`config.mk`:
```
export PLATFORM = sky130hd
export DESIGN_NAME = xy_dac_spi_driver
export DESIGN_NICKNAME = d
export VERILOG_FILES = /design/src/rtl/xy_dac_spi_driver.sv
export SDC_FILE = /design/constraint.sdc
export NUM_CORES = 1
export LEC_CHECK = 0
export BUFFER_PORTS_ARGS = -buffer_cell sky130_fd_sc_hd__buf_2
export CORE_MARGIN = 2
export CORE_UTILIZATION = 30
export CTS_CLUSTER_SIZE = 16
export DETAILED_ROUTE_END_ITERATION = 8
export SLEW_MARGIN = 20
export SYNTH_ARGS = -nofsm -noshare
export SYNTH_HDL_FRONTEND = slang
export SYNTH_SLANG_ARGS = --single-unit
```
`constraint.sdc`:
```
create_clock -name clk -period 1.87 [get_ports clk]
set_input_delay 0.187 -clock clk [delete_from_list [all_inputs] [get_ports clk]]
set_output_delay 0.187 -clock clk [all_outputs]
set_load 0.1 [all_outputs]
```
`src/rtl/xy_dac_spi_driver.sv`:
```
// Snapshots X/Y beam coordinates each frame and streams them to a dual-channel
// 12-bit SPI DAC (channel A = X, channel B = Y), then strobes LDAC for a joint update.
module xy_dac_spi_driver #(
    parameter int OUT_WIDTH   = 8,
    parameter int SCLK_DIV    = 4,
    parameter int GAP_CYCLES  = 2,
    parameter int LDAC_CYCLES = 2,
    parameter int GAIN_2X     = 0
) (
    input  logic                 clk,
    input  logic                 rst,
    input  logic                 enable,
    input  logic [OUT_WIDTH-1:0] x_in,
    input  logic [OUT_WIDTH-1:0] y_in,
    output logic                 dac_cs_n,
    output logic                 dac_sclk,
    output logic                 dac_mosi,
    output logic                 dac_ldac_n,
    output logic                 busy,
    output logic                 frame_done
);

    localparam int CNT_MAX = (GAP_CYCLES > LDAC_CYCLES) ? GAP_CYCLES : LDAC_CYCLES;
    localparam int CNT_W   = (CNT_MAX > 1) ? $clog2(CNT_MAX + 1) : 1;
    localparam int DIV_W   = (SCLK_DIV > 1) ? $clog2(SCLK_DIV + 1) : 1;

    localparam logic [CNT_W-1:0] GAP_LAST  = CNT_W'(GAP_CYCLES - 1);
    localparam logic [CNT_W-1:0] LDAC_LAST = CNT_W'(LDAC_CYCLES - 1);
    localparam logic [DIV_W-1:0] DIV_LAST  = DIV_W'(SCLK_DIV - 1);
    localparam logic             GAIN_BIT  = (GAIN_2X != 0) ? 1'b0 : 1'b1;

    typedef enum logic [2:0] {
        IDLE,
        LOAD,
        SHIFT_A,
        GAP_A,
        SHIFT_B,
        GAP_B,
        LATCH
    } state_e;

    state_e               state_q, state_d;
    logic [CNT_W-1:0]     cnt_q, cnt_d;
    logic [DIV_W-1:0]     div_q, div_d;
    logic [3:0]           bit_q, bit_d;
    logic [14:0]          sreg_q, sreg_d;
    logic [OUT_WIDTH-1:0] x_q, x_d;
    logic [OUT_WIDTH-1:0] y_q, y_d;
    logic                 cs_n_q, cs_n_d;
    logic                 sclk_q, sclk_d;
    logic                 mosi_q, mosi_d;
    logic                 ldac_n_q, ldac_n_d;
    logic                 busy_q, busy_d;
    logic                 frame_done_q, frame_done_d;

    logic [15:0]          word_a;
    logic [15:0]          word_b;

    function automatic logic [15:0] build_word(input logic chan, input logic [OUT_WIDTH-1:0] coord);
        logic [11:0] field;
        field = 12'(coord);
        field = field << (12 - OUT_WIDTH);
        return {chan, 1'b0, GAIN_BIT, 1'b1, field};
    endfunction

    assign word_a = build_word(1'b0, x_q);
    assign word_b = build_word(1'b1, y_q);

    // Outputs are computed for the next state so each registered output lines up
    // with the state it belongs to; the MSB goes straight to mosi, the rest waits in sreg.
    always_comb begin
        state_d      = state_q;
        cnt_d        = cnt_q;
        div_d        = div_q;
        bit_d        = bit_q;
        sreg_d       = sreg_q;
        x_d          = x_q;
        y_d          = y_q;
        cs_n_d       = cs_n_q;
        sclk_d       = sclk_q;
        mosi_d       = mosi_q;
        ldac_n_d     = ldac_n_q;
        busy_d       = busy_q;
        frame_done_d = 1'b0;

        case (state_q)
            IDLE: begin
                if (enable) begin
                    state_d = LOAD;
                    x_d     = x_in;
                    y_d     = y_in;
                    busy_d  = 1'b1;
                end
            end
            LOAD: begin
                state_d = SHIFT_A;
                div_d   = '0;
                bit_d   = '0;
                sreg_d  = word_a[14:0];
                mosi_d  = word_a[15];
                cs_n_d  = 1'b0;
                sclk_d  = 1'b0;
            end
            SHIFT_A, SHIFT_B: begin
                if (div_q != DIV_LAST) begin
                    div_d = div_q + 1'b1;
                end else begin
                    div_d = '0;
                    if (!sclk_q) begin
                        sclk_d = 1'b1;
                    end else begin
                        sclk_d = 1'b0;
                        if (bit_q == 4'd15) begin
                            cs_n_d  = 1'b1;
                            mosi_d  = 1'b0;
                            cnt_d   = '0;
                            state_d = (state_q == SHIFT_A) ? GAP_A : GAP_B;
                        end else begin
                            bit_d  = bit_q + 4'd1;
                            mosi_d = sreg_q[14];
                            sreg_d = {sreg_q[13:0], 1'b0};
                        end
                    end
                end
            end
            GAP_A: begin
                if (cnt_q == GAP_LAST) begin
                    state_d = SHIFT_B;
                    div_d   = '0;
                    bit_d   = '0;
                    sreg_d  = word_b[14:0];
                    mosi_d  = word_b[15];
                    cs_n_d  = 1'b0;
                    sclk_d  = 1'b0;
                end else begin
                    cnt_d = cnt_q + 1'b1;
                end
            end
            GAP_B: begin
                if (cnt_q == GAP_LAST) begin
                    state_d  = LATCH;
                    cnt_d    = '0;
                    ldac_n_d = 1'b0;
                end else begin
                    cnt_d = cnt_q + 1'b1;
                end
            end
            LATCH: begin
                if (cnt_q == LDAC_LAST) begin
                    state_d      = IDLE;
                    cnt_d        = '0;
                    ldac_n_d     = 1'b1;
                    busy_d       = 1'b0;
                    frame_done_d = 1'b1;
                end else begin
                    cnt_d = cnt_q + 1'b1;
                end
            end
            default: begin
                state_d = IDLE;
            end
        endcase
    end

    always_ff @(posedge clk or negedge rst) begin
        if (!rst) begin
            state_q      <= IDLE;
            cnt_q        <= '0;
            div_q        <= '0;
            bit_q        <= '0;
            sreg_q       <= '0;
            x_q          <= '0;
            y_q          <= '0;
            cs_n_q       <= 1'b1;
            sclk_q       <= 1'b0;
            mosi_q       <= 1'b0;
            ldac_n_q     <= 1'b1;
            busy_q       <= 1'b0;
            frame_done_q <= 1'b0;
        end else begin
            state_q      <= state_d;
            cnt_q        <= cnt_d;
            div_q        <= div_d;
            bit_q        <= bit_d;
            sreg_q       <= sreg_d;
            x_q          <= x_d;
            y_q          <= y_d;
            cs_n_q       <= cs_n_d;
            sclk_q       <= sclk_d;
            mosi_q       <= mosi_d;
            ldac_n_q     <= ldac_n_d;
            busy_q       <= busy_d;
            frame_done_q <= frame_done_d;
        end
    end

    assign dac_cs_n   = cs_n_q;
    assign dac_sclk   = sclk_q;
    assign dac_mosi   = mosi_q;
    assign dac_ldac_n = ldac_n_q;
    assign busy       = busy_q;
    assign frame_done = frame_done_q;

endmodule
```
* Word-level counts from Yosys, hierarchy flattened *
Index checks and enable logic that the tools add are counted.

cells by class
  muxes and demuxes = 45
  eq/ne operators = 18
  add/subtract/negate cells = 3
  reductions and logical operators = 17

operators by type and width
  operator                                             count
  two-way mux 15 bit                                   4
  case mux 15 bit (3 select lines)                     1
  two-way mux 3 bit                                    9
  inequality test 2 bit, second input constant         9
  case mux 3 bit (6 select lines)                      1
  two-way mux 4 bit                                    4
  AND reduction 5 bit                                  3
  two-way mux 1 bit                                    13
  case mux 4 bit (3 select lines)                      1
  two-way mux 2 bit                                    5
  equality test 3 bit, second input constant           3
  case mux 1 bit (3 select lines)                      3
  case mux 3 bit (3 select lines)                      1
  AND reduction 3 bit                                  3
  AND reduction 7 bit                                  1
  equality test 3 x 2 -> 1 bit, second input constant  2
  case mux 2 bit (3 select lines)                      1
  nonzero test 3 bit                                   2
  adder 4 x 1 -> 4 bit, second input constant          1
  equality test 4 bit, second input constant           1
  case mux 1 bit (2 select lines)                      2
  AND reduction 2 bit                                  2
  AND reduction 4 bit                                  1
  nonzero test 2 bit                                   2
  other kinds (7)                                      8

storage, ports and cells
  output and inout port bits = 6
  register bits = 49
  input bits = 19
  logic and storage cells = 96

* Longest topological paths before layout *
Gate-level depths: netlist (run 1).

  depth after elaboration = 6
  mapped depth = 9
  gate-level depth less buffers = 7

* Worst setup path before layout (run 1) *
OpenSTA, ideal clock, no wires.

  kind = register to register
  start point = reg sclk_q (netlist: dac_sclk)
  end point = reg bit_q[3]
  stages on the path, launching flop included = 8
  data required time = 1735 ps
  path slack = -232 ps
  setup time = 135 ps
  clock period less this slack = 2102 ps
  arrival = 1968 ps
  buffers on the path = 2
  path through = dfrtp_1 and3b_1 nand4b_4 o21a_1 buf_6 buf_6 nand2_1 o31ai_1

on the way
  cells in the longest elaborated chain, start to end = 2

RTL lines
  what                             line  source
  start: declaration               50    logic sclk_q, sclk_d;
  start signal: assignment         189   sclk_q <= sclk_d;
  inequality test 2 bit (no line)  -
  AND reduction 5 bit (no line)    -
  end signal: assignment           184   bit_q <= bit_d;
  end: declaration                 45    logic [3:0] bit_q, bit_d;

Every way passes these cells.
A chain may end at the register's enable or synchronous reset.

* Worst setup path in the final report (run 1) *
  start point = reg div_q[0]
  end point = reg bit_q[3]

on the way
  cells in the longest elaborated chain, start to end = 3

RTL lines
  what                             line  source
  start: declaration               44    logic [DIV_W-1:0] div_q, div_d;
  start signal: assignment         183   div_q <= div_d;
  inequality test 3 x 2 -> 1 bit   105   if (div_q != DIV_LAST) begin
  inequality test 2 bit (no line)  -
  AND reduction 5 bit (no line)    -

Every way passes these cells.

==> impl_metrics.toml, run 1 <==
[timing]
drv_slew = 0
setup_viol_count_final = 0
fin_skew_ns = 0.00526
final_critical_path_share_of_the_clock_period_pct = 90.6
max_freq_mhz = 590
timing_worst_slew_pin_value_ns = 0.488
post-route-min-period_ns = 1.69
timing.max_slew.rel_slack_pct = 67.7
final_hold_viol_count = 0
setup_total_negative_slack_ns = 0
unrepaired_setup_endpoints_after_global_routing = "false"

[pwr]
report.power.total_mw = 4.84
cell_pwr_density_mw_per_mm2 = 1720
power_leakage_nw = 1.23
worst_supply_voltage_drop_on_vdd_mv = 0.679

[critical_path]
longest_individual_stage_delay_on_the_worst_path_ns = 0.39
path_max_fanout = 10
path_cells = "ha_1 -> and3b_2 -> nand4b_4 -> o21a_2 -> buf_4 -> nand2_1 -> o31ai_1"
ff2ff_path_depth = 7
worst_r2r_endpoint = "bit_q[3]$_DFFE_PN0P_"
start_kind = "register"
cp_data_arrival_time_ns = 1.90
critical_path.n_buffers_inverters = 1
rr_startpoint = "div_q[0]$_DFFE_PN0P_"
path_delay_family = "simple AND/OR/NAND/NOR gates"
reg2reg_setup_slack_ns = 0.18
critical_path_required_ns = 2.07
crit_slowest_cell = "sky130_fd_sc_hd__dfrtp_1"
critPathCaptureType = "register"
worstSetupPathType = "register to register"

[clock_tree]
clock_tree.htree_level_count = 2
cts_setup_buffers = 0
clockBufferDepth = 2
cts_tree = "done"
clock_sink_count = 45
root_buffer = "sky130_fd_sc_hd__clkbuf_8"
cts_made_buffers = 5
clock_latency_ns = 0.31
cts.reportedPaths.clkPinSlew_ns = 0.09

[routing]
first_iter_violations = 105
number_of_drc_violations_after_detailed_routing = 0
detail-route-antenna-nets = 0
route.detailed.vias_per_inst = 4.90
wl_um = 5060
via_count = 1827
average_wire_length_per_cell_after_detail_routing_um = 13.6
detail_route.first_pass.iterations = 4

[min_path]
worstHoldPathType = "primary input to register"
worstHoldEndpoint = "x_q[1]$_DFFE_PN0P_"
hold_start = "x_in[1]"
min_path_cells = 2

[grt]
first_global_vias = 1856
pin_count_of_the_biggest_net_entering_global_routing = 20
antenna_found_initial = 0
aggregate_global_route_resource_usage_pct = 13.3
grt_ovf = 0
first_pass_grt_wire_length_um = 9030

[synth]
async_reset_ff_share_pct = 100
synthesis.nets = 256
ys_warn_count = 0
synth_ff_type = "sky130_fd_sc_hd__dfrtp_1"
synth-xor-area-share_pct = 1.80
synth-simple-area-share_pct = 15.5
synth_adder_area_share_pct = 2.12
synth_compound_area_share_pct = 18.2
muxShareOfSynthArea_pct = 10.3
synth-edff-count = 0
sequential_share_of_the_synthesized_area_pct = 47.7
post_synthesis_mean_instance_area_um2 = 10.2
synth.distinct_cells = 43
ys_ff_latch = 45
synthCells = 233
synth_top_family_by_area = "compound AO/OA/AOI/OAI gates"
syn_area_mm2 = 0.00237

[cells_and_area]
areaGrowthSynthToFinish_pct = 18.9
nets = 293
share_of_cells_above_drive_strength_1_pct = 29.5
antenna_cells_inserted = 0
leading_cell_types_in_the_layout_fill_and_taps_excluded = "sky130_fd_sc_hd__dfrtp_1 (42), sky130_fd_sc_hd__buf_2 (24), sky130_fd_sc_hd__nand2_1 (23)"
mostFrequentLayoutCell = "sky130_fd_sc_hd__dfrtp_1"

[floorplan]
floorplan.die.height_um = 92.8
floorplan.initialDensity_pct = 30.8
fp.dieArea_mm2 = 0.00861
floorplan.rows = 32
num_io_pins = 25
die-width_um = 92.8
core_area_mm2 = 0.00769

[place]
dpl_wire_length_um = 3690
place_congestion = 0.809
place.port_buffers = 24

[job]
max-cap-violations = 0

[status]
outcome = "finished clean"
area by class of cell:
type,count,area (µm²)
Fill cell,784,4870
Multi-Input combinational cell,168,1140
Sequential cell,45,1130
Timing Repair Buffer,46,288
Tap cell,102,128
Clock buffer,5,68.8
Clock inverter,3,47.5
Inverter,4,15.0
worst reg2reg max path, delay by kind of cell (launching register included):
kind	cells	cell delay (ns)
simple gates	3	0.50
flops	1	0.39
fa+ha+maj	1	0.27
compound gates	2	0.25
buf+inv	1	0.18
synth_stat cells, types with 2 or more instances:
library cell	instances	area (µm²)
sky130_fd_sc_hd__dfrtp_1	43	1080
sky130_fd_sc_hd__nand2_1	23	86.3
sky130_fd_sc_hd__o21ai_0	20	100
sky130_fd_sc_hd__mux2_2	19	214
sky130_fd_sc_hd__nor2_1	16	60.1
sky130_fd_sc_hd__a21oi_1	8	40.0
sky130_fd_sc_hd__nor3b_1	8	60.1
sky130_fd_sc_hd__o21ai_1	8	40.0
sky130_fd_sc_hd__clkbuf_1	7	26.3
sky130_fd_sc_hd__o211ai_1	7	52.6
sky130_fd_sc_hd__or3_1	7	43.8
sky130_fd_sc_hd__buf_2	5	25.0
sky130_fd_sc_hd__ha_1	4	50.1
sky130_fd_sc_hd__inv_1	4	15.0
sky130_fd_sc_hd__nand2b_1	4	25.0
sky130_fd_sc_hd__a211oi_1	3	22.5
sky130_fd_sc_hd__a31oi_1	3	18.8
sky130_fd_sc_hd__mux2i_1	3	30.0
sky130_fd_sc_hd__nor2b_1	3	18.8
sky130_fd_sc_hd__a21o_1	2	15.0
sky130_fd_sc_hd__a22o_1	2	17.5
sky130_fd_sc_hd__a22oi_1	2	15.0
sky130_fd_sc_hd__a32oi_1	2	17.5
sky130_fd_sc_hd__and3_1	2	12.5
sky130_fd_sc_hd__buf_4	2	15.0
sky130_fd_sc_hd__buf_6	2	22.5
sky130_fd_sc_hd__dfstp_2	2	52.6
sky130_fd_sc_hd__nand3_1	2	10.0
sky130_fd_sc_hd__nor3_1	2	10.0
sky130_fd_sc_hd__o21a_1	2	15.0
sky130_fd_sc_hd__o22a_1	2	17.5
sky130_fd_sc_hd__o31ai_1	2	15.0
sky130_fd_sc_hd__xor2_1	2	17.5
stage by stage:
step	instances	util, %	hold WS [ns]	setup slack (ns)	instance area, µm²
after detailed placement	364	34.9	0.0890	0.131	2680
after floorplan	233	-	-0.109	0.0745	2370
after global placement	364	34.9	0.0878	0.175	2680
final	373	36.6	0.100	0.176	2810
after CTS	373	36.6	0.0922	0.0961	2810
after global routing	373	36.6	0.0883	0.0130	2810
power by group:
group | total, mW | switching, mW | internal (mW)
combinational | 2.37 | 1.28 | 1.08
clock | 0.781 | 0.373 | 0.408
sequential | 1.69 | 0.320 | 1.37
metal layers:
| metal | share of wire (%) | wire [µm] | GRT usage (%) | vias to the layer above |
|---|---|---|---|---|
| li1 | - | - | - | 911 |
| met1 | 48 | 2450 | 17.8 | 883 |
| met2 | 47 | 2390 | 21.3 | 28 |
| met3 | 3.1 | 157 | 3.09 | 5 |
| met4 | 1.3 | 68 | 4.17 | 0 |
| met5 | 0 | 0 | 0 | - |
registers in the layout (all words and copies together) (netlist names):
name and count:
x_q 8, state_q 3, busy 1, sreg_q 11
cnt_q 2, dac_cs_n 1, dac_ldac_n 1, frame_done 1
y_q 8, div_q 3, bit_q 4, dac_sclk 1
dac_mosi 1
worst max-delay path by stage:
| stage | cells past startpoint | slack, ns | startpoint | to |
|---|---|---|---|---|
| detailed placement | 6 | 0.13 | div_q[0]$_DFFE_PN0P_ | cnt_q[1]$_DFFE_PN0P_ |
| finish | 7 | 0.18 | div_q[0]$_DFFE_PN0P_ | bit_q[3]$_DFFE_PN0P_ |
| floorplan | 7 | 0.07 | dac_sclk$_DFFE_PN0P_ | bit_q[3]$_DFFE_PN0P_ |
| global route | 7 | 0.01 | div_q[0]$_DFFE_PN0P_ | bit_q[3]$_DFFE_PN0P_ |
| CTS | 6 | 0.1 | div_q[0]$_DFFE_PN0P_ | cnt_q[1]$_DFFE_PN0P_ |
| global placement | 6 | 0.17 | div_q[0]$_DFFE_PN0P_ | cnt_q[0]$_DFFE_PN0P_ |
logic make-up after synthesis:
group	count (synthesis)
simple gates	70
mux	22
fa+ha+maj	4
xor+xnor	4
buf+inv	20
flops	45
compound gates	68
what timing repair did:
action / 4_1_cts / 5_1_grt
gates resized for setup: 0 / 4
setup endpoints to repair: 0 / 11
endpoints found under the hold margin: 9 / 0
hold buffers: 1 / 0
Power figures use the tool's default switching activity.
==> run 2: changes to the inputs <==
--- a/config.mk
+++ b/config.mk
@@ -10,6 +10,7 @@
 export CORE_UTILIZATION = 30
 export CTS_CLUSTER_SIZE = 16
 export DETAILED_ROUTE_END_ITERATION = 8
+export RECOVER_POWER = 50
 export SLEW_MARGIN = 20
 export SYNTH_ARGS = -nofsm -noshare
 export SYNTH_HDL_FRONTEND = slang
==> impl_metrics.toml, run 2 (synthesized netlist as in run 1, its figures left out) <==
[status]
outcome = "finished clean"

[critical_path]
critical_path.startpoint = "div_q[0]$_DFFE_PN0P_"
worst_r2r_endpoint = "bit_q[3]$_DFFE_PN0P_"
longest_individual_stage_delay_on_the_worst_path_ns = 0.39
critical_path_required_ns = 2.07
rr_startpoint = "div_q[0]$_DFFE_PN0P_"
cp_data_arrival_time_ns = 1.89
reg2reg_setup_slack_ns = 0.18
crit_end = "bit_q[3]$_DFFE_PN0P_"
start_kind = "register"
path_cells = "ha_1 -> and3b_2 -> nand4b_4 -> o21a_2 -> buf_4 -> nand2_1 -> o31ai_1"
critPathCaptureType = "register"
crit_slowest_cell = "sky130_fd_sc_hd__dfrtp_1"
ff2ff_path_depth = 7
worstSetupPathType = "register to register"
path_max_fanout = 10

[clock_tree]
cts_setup_buffers = 0
cts.reportedPaths.clkPinSlew_ns = 0.09
cts_tree = "done"
root_buffer = "sky130_fd_sc_hd__clkbuf_8"
cts_made_buffers = 5
clock_latency_ns = 0.31
clock_sink_count = 45
clockBufferDepth = 2
clock_tree.htree_level_count = 2

[timing]
unrepaired_setup_endpoints_after_global_routing = "false"
fin_skew_ns = 0.00526
setup_total_negative_slack_ns = 0
final_critical_path_share_of_the_clock_period_pct = 90.5
hold_ws_ns = 0.100
max_freq_mhz = 591
setup_viol_count_final = 0
drv_slew = 0
timing_worst_slew_pin_value_ns = 0.669
timing.max_slew.rel_slack_pct = 55.4
post-route-min-period_ns = 1.69
final_hold_viol_count = 0

[grt]
grt_ovf = 0
aggregate_global_route_resource_usage_pct = 13.3
first_pass_grt_wire_length_um = 9030
pin_count_of_the_biggest_net_entering_global_routing = 20
first_global_vias = 1856
antenna_found_initial = 0

[floorplan]
core_area_mm2 = 0.00769
num_io_pins = 25
fp.dieArea_mm2 = 0.00861
floorplan.initialDensity_pct = 30.8
floorplan.die.height_um = 92.8
die-width_um = 92.8
floorplan.rows = 32

[pwr]
cell_pwr_density_mw_per_mm2 = 1720
report.power.total_mw = 4.84
worst_supply_voltage_drop_on_vdd_mv = 0.679
power_leakage_nw = 1.22

[cells_and_area]
biggestRegsByFlops = "sreg_q (11), x_q (8), y_q (8)"
mostFrequentLayoutCell = "sky130_fd_sc_hd__dfrtp_1"
leading_cell_types_in_the_layout_fill_and_taps_excluded = "sky130_fd_sc_hd__dfrtp_1 (42), sky130_fd_sc_hd__nand2_1 (23), sky130_fd_sc_hd__buf_2 (21)"
nets = 293
regMostFlops = "sreg_q"
antenna_cells_inserted = 0
share_of_cells_above_drive_strength_1_pct = 29.2
final_cell_count_no_fill = 373
areaGrowthSynthToFinish_pct = 18.6
largest_register_ffs = 11

[job]
max-cap-violations = 0

[routing]
average_wire_length_per_cell_after_detail_routing_um = 13.6
via_count = 1816
first_iter_violations = 110
detail-route-antenna-nets = 0
detail_route.first_pass.iterations = 4
route.detailed.vias_per_inst = 4.87
wl_um = 5060
number_of_drc_violations_after_detailed_routing = 0

[place]
dp_cells = 364
dpl_wire_length_um = 3690
place_congestion = 0.809
place.port_buffers = 24

[min_path]
worstHoldPathType = "primary input to register"
run 2: cell count changes in the layout (fill, tap and decap cells not counted), sizes merged:
cell	before	now
clkbuf	5	10
buf	45	40
run 2: layer usage:
| metal | up-vias | part of all wire [%] | global-route usage (%) |
|---|---|---|---|
| met1 | 873 | 49 | 17.8 |
| met4 | 0 | 1.3 | 4.17 |
| met5 | - | 0 | 0 |
| li1 | 912 | - | - |
| met2 | 26 | 47 | 21.3 |
| met3 | 5 | 3.1 | 3.09 |
run 2: how the worst min path moves through the flow:
stage,from,end,slack (ns),cells past startpoint
CTS,x_in[2],x_q[2]$_DFFE_PN0P_,0.09,2
global route,x_in[4],x_q[4]$_DFFE_PN0P_,0.09,2
global placement,rst,bit_q[3]$_DFFE_PN0P_,0.09,1
floorplan,rst,bit_q[0]$_DFFE_PN0P_,-0.11,0
detailed placement,rst,bit_q[3]$_DFFE_PN0P_,0.09,1
finish,x_in[1],x_q[1]$_DFFE_PN0P_,0.10,2
run 2: per-stage QoR:
step,utilization [%],setup WS [ns],cell area (µm²)
final,36.5,0.178,2810
after global routing,36.5,0.0130,2810
after CTS,36.6,0.0961,2810
after detailed placement,34.9,0.131,2680
after global placement,34.9,0.175,2680
after floorplan,-,0.0745,2370
run 2: cell type report:
class	instances	area (µm²)
clock buffer	5	68.8
clock inverter	3	47.5
timing repair buffer	46	282
fill	787	4880
inverter	4	15.0
sequential	45	1130
tap	102	128
multi-input combinational	168	1140
run 2: report_power, final:
group	switching [mW]	leakage, nW	total [mW]	internal, mW
clock	0.373	0.0591	0.781	0.408
combinational	1.28	0.621	2.36	1.08
sequential	0.321	0.545	1.69	1.37
total	1.98	1.22	4.84	2.86
run 2: worst max-delay path, delay by kind of cell (launching register included):
kind | cells | cell delay [ns]
AND/OR/NAND/NOR | 3 | 0.50
flip-flops | 1 | 0.39
adder cells (fa/ha/maj) | 1 | 0.27
AO/OA/AOI/OAI | 2 | 0.25
buffers and inverters | 1 | 0.18
run 2: repair_timing:
| action | CTS | global route |
|---|---|---|
| endpoints found under the hold margin | 9 | 0 |
| resized for setup | 0 | 4 |
| hold buffers | 1 | 0 |
| endpoints found under the setup margin | 0 | 11 |
==> run 3: changes to the inputs <==
==> constraint.sdc (replaced) <==
create_clock -name clk -period 1.9 [get_ports clk]
set_input_delay 0.19 -clock clk [delete_from_list [all_inputs] [get_ports clk]]
set_output_delay 0.19 -clock clk [all_outputs]
set_load 0.1 [all_outputs]
==> impl_metrics.toml, run 3 (synthesized netlist as in run 1, its figures left out) <==
[grt]
aggregate_global_route_resource_usage_pct = 12.9
grt_ovf = 0
grtUsageMet3_pct = 2.77
first_global_vias = 1857
globalRoute.busiestLayer = "met2"
pin_count_of_the_biggest_net_entering_global_routing = 28
first_pass_grt_wire_length_um = 8860
antenna_found_initial = 0
grt.met1_usage_pct = 17.4
global_route.usage.met2_pct = 20.5

[floorplan]
floorplan.die.height_um = 92.8
num_io_pins = 25
core_area_mm2 = 0.00769
floorplan.initialDensity_pct = 30.8
floorplan.rows = 32
die-width_um = 92.8
fp.dieArea_mm2 = 0.00861

[critical_path]
worst_r2r_endpoint = "bit_q[0]$_DFFE_PN0P_"
critical_path_required_ns = 2.10
start_kind = "register"
ff2ff_path_depth = 7
cp_data_arrival_time_ns = 1.90
path_max_fanout = 10
longest_individual_stage_delay_on_the_worst_path_ns = 0.39
rr_startpoint = "div_q[0]$_DFFE_PN0P_"
path_cells = "ha_1 -> and3b_2 -> nand4b_4 -> o21a_2 -> buf_4 -> nand2_1 -> o21ai_1"
critPathCaptureType = "register"
reg2reg_setup_slack_ns = 0.20
worstSetupPathType = "register to register"
crit_slowest_cell = "sky130_fd_sc_hd__dfrtp_1"

[routing]
number_of_drc_violations_after_detailed_routing = 0
via_count = 1787
detail-route-antenna-nets = 0
detail_route.first_pass.iterations = 4
first_iter_violations = 92
wl_um = 4940
route.detailed.vias_per_inst = 4.80
average_wire_length_per_cell_after_detail_routing_um = 13.3

[place]
post_dp_cell_area_mm2 = 0.00268
dp_cells = 363
pre_cts_slack_ns = 0.160
place.port_buffers = 24
dpl_wire_length_um = 3650
place_congestion = 0.810

[cells_and_area]
mostFrequentLayoutCell = "sky130_fd_sc_hd__dfrtp_1"
nets = 292
areaGrowthSynthToFinish_pct = 18.6
biggestRegsByFlops = "sreg_q (11), x_q (8), y_q (8)"
multi_input_area_mm2 = 0.00114
regMostFlops = "sreg_q"
final_cell_count_no_fill = 372
share_of_cells_above_drive_strength_1_pct = 29.3
stdcell_area_mm2 = 0.00281
ff_latch_area_mm2 = 0.00113
antenna_cells_inserted = 0
leading_cell_types_in_the_layout_fill_and_taps_excluded = "sky130_fd_sc_hd__dfrtp_1 (42), sky130_fd_sc_hd__nand2_1 (23), sky130_fd_sc_hd__buf_2 (21)"
utilization_pct = 36.5
fillerInstances = 790
largest_register_ffs = 11

[clock_tree]
clock_sink_count = 45
clock_tree.htree_level_count = 2
root_buffer = "sky130_fd_sc_hd__clkbuf_8"
cts.reportedPaths.clkPinSlew_ns = 0.10
cts_setup_buffers = 0
clockBufferDepth = 2
cts_made_buffers = 5
cts_tree = "done"
clock_latency_ns = 0.31

[pwr]
cellInternalPower_mw = 2.82
cell_pwr_density_mw_per_mm2 = 1690
comb_power_share_pct = 48.9
worst_supply_voltage_drop_on_vdd_mv = 0.654
p_clk_share_pct = 16.1
share_seq_of_total_power_pct = 35.0
power_leakage_nw = 1.22
report.power.total_mw = 4.75
power.share.switching_pct = 40.8
switching_power_total_mw = 1.94

[timing]
final_critical_path_share_of_the_clock_period_pct = 89.4
drv_slew = 0
hold_ws_ns = 0.102
timing.max_slew.rel_slack_pct = 54.0
post-route-min-period_ns = 1.70
final_hold_viol_count = 0
unrepaired_setup_endpoints_after_global_routing = "false"
setup_viol_count_final = 0
timing_worst_slew_pin_value_ns = 0.690
setup_total_negative_slack_ns = 0
fin_skew_ns = 0.00988
fin_ws_ns = 0.202
max_freq_mhz = 589

[status]
outcome = "finished clean"

[min_path]
worstHoldEndpoint = "x_q[2]$_DFFE_PN0P_"
min_path_cells = 2
hold_start = "x_in[2]"
worstHoldPathType = "primary input to register"

[job]
max-cap-violations = 0
==> run 3: cell types whose count changed in the layout (fill, tap and decap cells not counted) <==
| cell | before | now |
|---|---|---|
| sky130_fd_sc_hd__inv_6 | 2 | 0 |
| sky130_fd_sc_hd__clkbuf_1 | 1 | 0 |
| sky130_fd_sc_hd__clkinv_4 | 0 | 1 |
| sky130_fd_sc_hd__inv_8 | 0 | 1 |
| sky130_fd_sc_hd__o21ai_0 | 18 | 19 |
| sky130_fd_sc_hd__o21ai_1 | 10 | 9 |
==> run 3: worst max-delay path: cells and delay by family (launching register included) <==
| family | cells | cell delay, ns |
|---|---|---|
| simple gates | 3 | 0.50 |
| buf+inv | 1 | 0.17 |
| fa+ha+maj | 1 | 0.27 |
| flops | 1 | 0.39 |
| compound gates | 2 | 0.25 |
==> run 3: worst max path at each step <==
stage | startpoint | slack [ns] | depth (start not counted) | to
2_1_floorplan | dac_sclk$_DFFE_PN0P_ | 0.10 | 7 | bit_q[3]$_DFFE_PN0P_
3_3_place_gp | div_q[0]$_DFFE_PN0P_ | 0.21 | 6 | cnt_q[0]$_DFFE_PN0P_
3_5_place_dp | div_q[0]$_DFFE_PN0P_ | 0.16 | 7 | bit_q[3]$_DFFE_PN0P_
4_1_cts | div_q[0]$_DFFE_PN0P_ | 0.14 | 7 | bit_q[0]$_DFFE_PN0P_
5_1_grt | div_q[0]$_DFFE_PN0P_ | 0.03 | 7 | bit_q[3]$_DFFE_PN0P_
6_report | div_q[0]$_DFFE_PN0P_ | 0.20 | 7 | bit_q[0]$_DFFE_PN0P_
==> run 3: layout make-up <==
class                      count  share of cell area, %
inverter                       4                  0.535
timing repair buffer          45                   9.90
multi-input combinational    168                   40.5
clock inverter                 3                   1.78
sequential                    45                   40.3
clock buffer                   5                   2.45
tap                          102                   4.55
==> run 3: timing repair <==
item	4_1_cts	5_1_grt
endpoints found under the setup margin	0	8
hold endpoints to repair	24	0
gates resized for setup	0	3
hold buffers	1	0
==> run 3: metal layers <==
metal	up-vias	part of all wire (%)
li1	908	-
met1	845	49
met2	25	46
met3	9	3.3
met4	0	1.7
met5	-	0
==> run 3: power groups by stage <==
stage / logic, mW / clock network [mW] / registers [mW]
2_1_floorplan: 1.62 / 0 / 1.74
3_3_place_gp: 2.31 / 0 / 1.68
3_5_place_dp: 2.35 / 0 / 1.69
4_1_cts: 2.36 / 0.788 / 1.67
5_1_grt: 2.61 / 0.842 / 1.73
6_report: 2.32 / 0.765 / 1.66
